--- src/rtl/sp_pkg.sv ---
// Shared core parameters and types for the single-ported memory arbiter.
package sp_pkg;

  localparam int ADDR_WIDTH          = 16;
  localparam int ILEN                = 32;
  localparam int ARB_TIMEOUT_DEFAULT = 255;

  typedef enum logic [1:0] {
    ARB_IDLE,
    ARB_BUSY_I,
    ARB_BUSY_D
  } arb_state_e;

endpackage

--- src/rtl/arb_timeout_counter.sv ---
// Saturating busy-cycle counter; expired_o flags that LIMIT cycles passed without acknowledge.
module arb_timeout_counter #(
  parameter int LIMIT = 255
) (
  input  logic clk_i,
  input  logic arst_i,
  input  logic clr_i,
  input  logic en_i,
  output logic expired_o
);

  localparam int W = $clog2(LIMIT + 1);
  localparam logic [W-1:0] LIMIT_C = LIMIT[W-1:0];

  logic [W-1:0] cnt_q, cnt_d;

  always_comb begin
    cnt_d = cnt_q;
    if (clr_i) begin
      cnt_d = '0;
    end else if (en_i && (cnt_q != LIMIT_C)) begin
      cnt_d = cnt_q + 1'b1;
    end
  end

  always_ff @(posedge clk_i or posedge arst_i) begin
    if (arst_i) begin
      cnt_q <= '0;
    end else begin
      cnt_q <= cnt_d;
    end
  end

  assign expired_o = (cnt_q == LIMIT_C);

endmodule

--- src/rtl/imem_dmem_arbiter.sv ---
// Round-robin arbiter sharing one single-ported memory between fetch (I) and load/store (D).
// state      | meaning
// ARB_IDLE   | no transaction outstanding; grant on next edge
// ARB_BUSY_I | fetch owns the memory until ack or timeout
// ARB_BUSY_D | load/store owns the memory until ack or timeout
module imem_dmem_arbiter
  import sp_pkg::*;
#(
  parameter int BUS_WIDTH      = 32,
  parameter int TIMEOUT_CYCLES = ARB_TIMEOUT_DEFAULT
) (
  input  logic                  clk_i,
  input  logic                  arst_i,
  input  logic                  i_req_i,
  input  logic [ADDR_WIDTH-1:0] i_addr_i,
  output logic [ILEN-1:0]       i_rdata_o,
  output logic                  i_ack_o,
  output logic                  i_err_o,
  input  logic                  d_req_i,
  input  logic                  d_we_i,
  input  logic [ADDR_WIDTH-1:0] d_addr_i,
  input  logic [BUS_WIDTH-1:0]  d_wdata_i,
  output logic [BUS_WIDTH-1:0]  d_rdata_o,
  output logic                  d_ack_o,
  output logic                  d_err_o,
  output logic                  mem_req_o,
  output logic                  mem_we_o,
  output logic [ADDR_WIDTH-1:0] mem_addr_o,
  output logic [BUS_WIDTH-1:0]  mem_wdata_o,
  input  logic [BUS_WIDTH-1:0]  mem_rdata_i,
  input  logic                  mem_ack_i
);

  arb_state_e            state_q, state_d;
  logic                  last_grant_q, last_grant_d;  // 1 = D port won last
  logic [ADDR_WIDTH-1:0] addr_q, addr_d;
  logic                  we_q, we_d;
  logic [BUS_WIDTH-1:0]  wdata_q, wdata_d;

  logic grant_i, grant_d, busy, expired;

  assign grant_i = i_req_i && (!d_req_i || last_grant_q);
  assign grant_d = d_req_i && (!i_req_i || !last_grant_q);
  assign busy    = (state_q != ARB_IDLE);

  always_comb begin
    state_d      = state_q;
    last_grant_d = last_grant_q;
    addr_d       = addr_q;
    we_d         = we_q;
    wdata_d      = wdata_q;
    unique case (state_q)
      ARB_IDLE: begin
        if (grant_i) begin
          state_d      = ARB_BUSY_I;
          last_grant_d = 1'b0;
          addr_d       = i_addr_i;
          we_d         = 1'b0;
        end else if (grant_d) begin
          state_d      = ARB_BUSY_D;
          last_grant_d = 1'b1;
          addr_d       = d_addr_i;
          we_d         = d_we_i;
          wdata_d      = d_wdata_i;
        end
      end
      ARB_BUSY_I, ARB_BUSY_D: begin
        if (mem_ack_i || expired) begin
          state_d = ARB_IDLE;
        end
      end
      default: state_d = ARB_IDLE;
    endcase
  end

  always_ff @(posedge clk_i or posedge arst_i) begin
    if (arst_i) begin
      state_q      <= ARB_IDLE;
      last_grant_q <= 1'b1;
      addr_q       <= '0;
      we_q         <= 1'b0;
      wdata_q      <= '0;
    end else begin
      state_q      <= state_d;
      last_grant_q <= last_grant_d;
      addr_q       <= addr_d;
      we_q         <= we_d;
      wdata_q      <= wdata_d;
    end
  end

  // Counter is held clear while idle, so each transaction starts from zero.
  arb_timeout_counter #(
    .LIMIT (TIMEOUT_CYCLES)
  ) u_timeout (
    .clk_i     (clk_i),
    .arst_i    (arst_i),
    .clr_i     (!busy),
    .en_i      (busy && !mem_ack_i),
    .expired_o (expired)
  );

  assign mem_req_o   = busy;
  assign mem_we_o    = we_q && (state_q == ARB_BUSY_D);
  assign mem_addr_o  = addr_q;
  assign mem_wdata_o = wdata_q;

  assign i_ack_o   = (state_q == ARB_BUSY_I) && mem_ack_i;
  assign d_ack_o   = (state_q == ARB_BUSY_D) && mem_ack_i;
  assign i_err_o   = (state_q == ARB_BUSY_I) && expired && !mem_ack_i;
  assign d_err_o   = (state_q == ARB_BUSY_D) && expired && !mem_ack_i;
  assign i_rdata_o = i_ack_o ? mem_rdata_i[ILEN-1:0] : '0;
  assign d_rdata_o = d_ack_o ? mem_rdata_i : '0;

endmodule

--- config.mk ---
export PLATFORM = sky130hd
export DESIGN_NAME = imem_dmem_arbiter
export DESIGN_NICKNAME = d
export VERILOG_FILES = /design/src/rtl/sp_pkg.sv /design/src/rtl/arb_timeout_counter.sv /design/src/rtl/imem_dmem_arbiter.sv
export SDC_FILE = /design/constraint.sdc
export NUM_CORES = 1
export LEC_CHECK = 0
export ABC_AREA = 1
export BUFFER_PORTS_ARGS = -buffer_cell sky130_fd_sc_hd__buf_2
export CAP_MARGIN = 20
export CORE_MARGIN = 2
export CORE_UTILIZATION = 38
export CTS_CLUSTER_DIAMETER = 30
export CTS_CLUSTER_SIZE = 40
export DETAILED_ROUTE_END_ITERATION = 12
export GPL_TIMING_DRIVEN = 0
export PLACE_DENSITY = 0.82
export SLEW_MARGIN = 20
export SYNTH_ARGS = -nofsm -noshare
export SYNTH_HDL_FRONTEND = slang
export SYNTH_SLANG_ARGS = --single-unit
--- constraint.sdc ---
create_clock -name clk_i -period 1.48 [get_ports clk_i]
set_input_delay 0.074 -clock clk_i [delete_from_list [all_inputs] [get_ports clk_i]]
set_output_delay 0.074 -clock clk_i [all_outputs]
set_load 0.01 [all_outputs]
==> metrics.md <==
| Metric | Value |
|---|---|
| Final count of hold timing violations | 0 |
| Hold crit path type | in2reg |
| Vias in the first global route | 3,671 |
| Layout cell share with drive strength beyond 1 | 45.5% |
| Seq. cell area | 0.00150 mm² |
| Cell variety after synth | 23 |
| CP arrival | 1590 ps |
| Worst-margin pin slew | 661 ps |
| GRT met1 Usage | 23.5% |
| Required @ worst endpoint | 1410 ps |
| Root Driver | clkbuf_8 |
| Met2 Use GR | 47.0% |
| Final Worst Setup Slack | -183 ps |
| Worst vdd rail ir drop | 1.02 mV |
| Cells along the critical path | inv_2 -> ha_4 -> nand2_4 -> buf_8 -> nor2_1 -> buf_2 |
| First-pass GRT wire length | 16,500 µm |
| CTS Buffer Depth | 2 |
| Worst stage delay on the critical path | 410 ps |
| WS Path Type | reg2out |
| Seq pwr share | 30.7% |
| RSZ-0062 raised after global routing | yes |
| Inserted Clock Buffers | 9 |
| Layout Nets | 863 |
| Sequential share of the synthesized area | 47.1% |
| Die X | 95.6 µm |
| P_leak | 0.00345 µW |
| Sw Pwr | 3650 µW |
| Startpoint types | flop |
| Post-synthesis register bit count | 60 |
| Commonest cells after routing, fill and taps aside | buf_2, nand2_1, inv_1 |
| Violated checks | negative setup slack |
| Avg Inst Size Synth | 6.88 µm² |
| Ys Warns | 0 |
| Global Route Usage Sum | 23.5% |
| Die area | 0.00915 mm² |
| Dpl hpwl | 7890 µm |
| Slew HR | 55.8% |
| Total wire length | 12,300 µm |
| Met3 GRT Util | 4.35% |
| Clk pwr share | 18.5% |
| Via density | 4.66 |
| Post-synthesis instance total | 464 |
| Worst Reg2Reg Path Length in Cells | 8 |
| Area of the multi-input gates | 0.00158 mm² |
| Fin. max-slew vios | 0 |
| Antenna viol nets, final | 0 |
| Num ports | 220 |
| Routed WL per cell | 14.2 µm |
| Status | finished, violations left |
| Internal power | 5340 µW |
| Final number of setup-violating endpoints | 68 |
| Core area | 0.00818 mm² |
| CTS tree | done |
| Area Overhead vs Synth | 80.1% |
| Initial drt markers | 146 |
| Die Span Y | 95.6 µm |
| Largest net degree at the start of global routing | 33 |
| F_max | 601 MHz |
| CP Capture Type | output pin |
| Max-cap viol count | 0 |
| Sw frac | 40.6% |
| Pre-Repair DR Iteration Count | 4 |
| Post-synth net total | 570 |
| Mapped Area | 0.00319 mm² |
| Filler Cell Count | 629 |
| Clk Latency, worst-skew pair | 340 ps |
| Via Count | 4,045 |
| Minimum clock period | 1660 ps |
| Cell Pwr Density | 1560 mW/mm² |
| Final period utilization | 112% |
| Hold path cells | 5 |
| GP Congestion | 0.791 |
| IO Port Bufs | 219 |
| Layout Skew | 10.9 ps |
| Crit path max-delay cell type | dfrtp_1 |
| Placed cell count | 789 |
| Initial core utilization | 39.0% |
| Fin cells | 868 |
| Max FO, Critical Path | 10 |
| Gate power share | 50.8% |
| DRC Markers | 0 |
| GRT Max-Usage Layer | met2 |
| Total congestion overflow | 0 |
| Worst slack at placement | -249 ps |
| Most common cell after layout, fill and taps aside | buf_2 |
| Num rows | 33 |
| Clock slew at reported path FFs | 80 ps |
| Initial antenna violation count | 1 |
| H-tree levels | 3 |
| CTS Sinks | 60 |
flip-flops by register name, summed over array words and instances, names as in the netlist:
register and count:
we_q 1, u_timeout.cnt_q 8, mem_addr_o 16, mem_wdata_o 32, state_q 2, last_grant_q 1
final cells by class:
| type | instances | share of cell area [%] |
|---|---|---|
| multi-input cells | 305 | 27.6 |
| inverters | 81 | 5.49 |
| plain buffers | 19 | 3.53 |
| clock inverters | 7 | 1.74 |
| diodes | 1 | 0.0436 |
| flip-flops and latches | 60 | 26.2 |
| well taps | 105 | 2.29 |
| clock buffers | 9 | 2.16 |
| repair buffers | 281 | 31.0 |
worst paths after layout:
path | startpoint | end | slack, ps
min in group asynchronous | arst_i | mem_addr_o[5] | 370
worst max-delay path | state_q[1] | i_rdata_o[15] | -180
max in group asynchronous | arst_i | mem_wdata_o[22] | 540
worst min-delay path | d_addr_i[4] | mem_addr_o[4] | 60
worst max register to register | u_timeout.cnt_q[0] | u_timeout.cnt_q[2] | -20
worst min register to register | mem_wdata_o[23] | mem_wdata_o[23] | 480
metal layers:
metal  up-vias  share of wire, %
li1       1962                 -
met3        24               6.3
met1      1883                36
met5         -                 0
met2       176                56
met4         0               2.4
synth_stat cells:
cell type / instances / area share [%]
inv_2: 3 / 0.35
nand2_1: 165 / 19
o21ai_4: 1 / 0.51
o21bai_1: 1 / 0.24
nor3b_1: 2 / 0.47
clkbuf_1: 10 / 1.2
dfrtp_1: 59 / 46
nor2_1: 76 / 8.9
xor2_1: 1 / 0.27
o21ai_0: 1 / 0.16
nand4_1: 1 / 0.20
nand3_1: 12 / 1.9
o21ai_1: 34 / 5.3
nor2_2: 2 / 0.39
nand3b_1: 1 / 0.24
nand3_2: 1 / 0.31
inv_1: 78 / 9.2
buf_4: 4 / 0.94
o21ai_2: 1 / 0.27
dfstp_2: 1 / 0.82
a21oi_2: 1 / 0.27
ha_1: 4 / 1.6
buf_2: 5 / 0.78
through the flow:
stage	setup TNS, ps	total power, µW	hold slack (ps)	cell area, µm²	util, %
4_1_cts	-7180	8080	46.5	5180	63.4
2_1_floorplan	0	4640	180	3190	-
5_1_grt	-11610	9600	71.4	5750	70.3
3_5_place_dp	-9010	6080	206	4440	54.3
3_3_place_gp	-7550	5940	267	4420	54.1
6_report	-6010	8980	61.7	5750	70.3
power groups by stage:
stage                     sequential, µW  combinational (µW)  clock (µW)
after floorplan                     3020                1620           0
after global placement              2710                3230           0
after detailed placement            2740                3340           0
after CTS                           2730                3650        1700
after global routing                2830                5000        1770
final                               2750                4560        1670
timing repair:
item                                   CTS  global route
pin swaps                                7             6
gates resized for setup                 38           113
endpoints found under the hold margin   60             0
setup buffers                            8            12
hold buffers                            34             0
cloned                                   0             8
setup endpoints to repair              114           122
logic make-up after synthesis:
| kind of cell | count (synthesis) | share of synthesized area, % |
|---|---|---|
| flip-flops | 60 | 47.1 |
| adder cells (fa/ha/maj) | 4 | 1.57 |
| buffers and inverters | 100 | 12.4 |
| XOR/XNOR | 1 | 0.275 |
| AO/OA/AOI/OAI | 39 | 6.78 |
| AND/OR/NAND/NOR | 260 | 31.8 |
critical path: cells and delay by family, from the launching register on:
| family | cells | cell delay (ps) |
|---|---|---|
| buffers and inverters | 3 | 450 |
| DFF | 1 | 410 |
| and+or+nand+nor | 2 | 240 |
| adders and majority gates | 1 | 150 |
(Power assumes the default switching activity.)
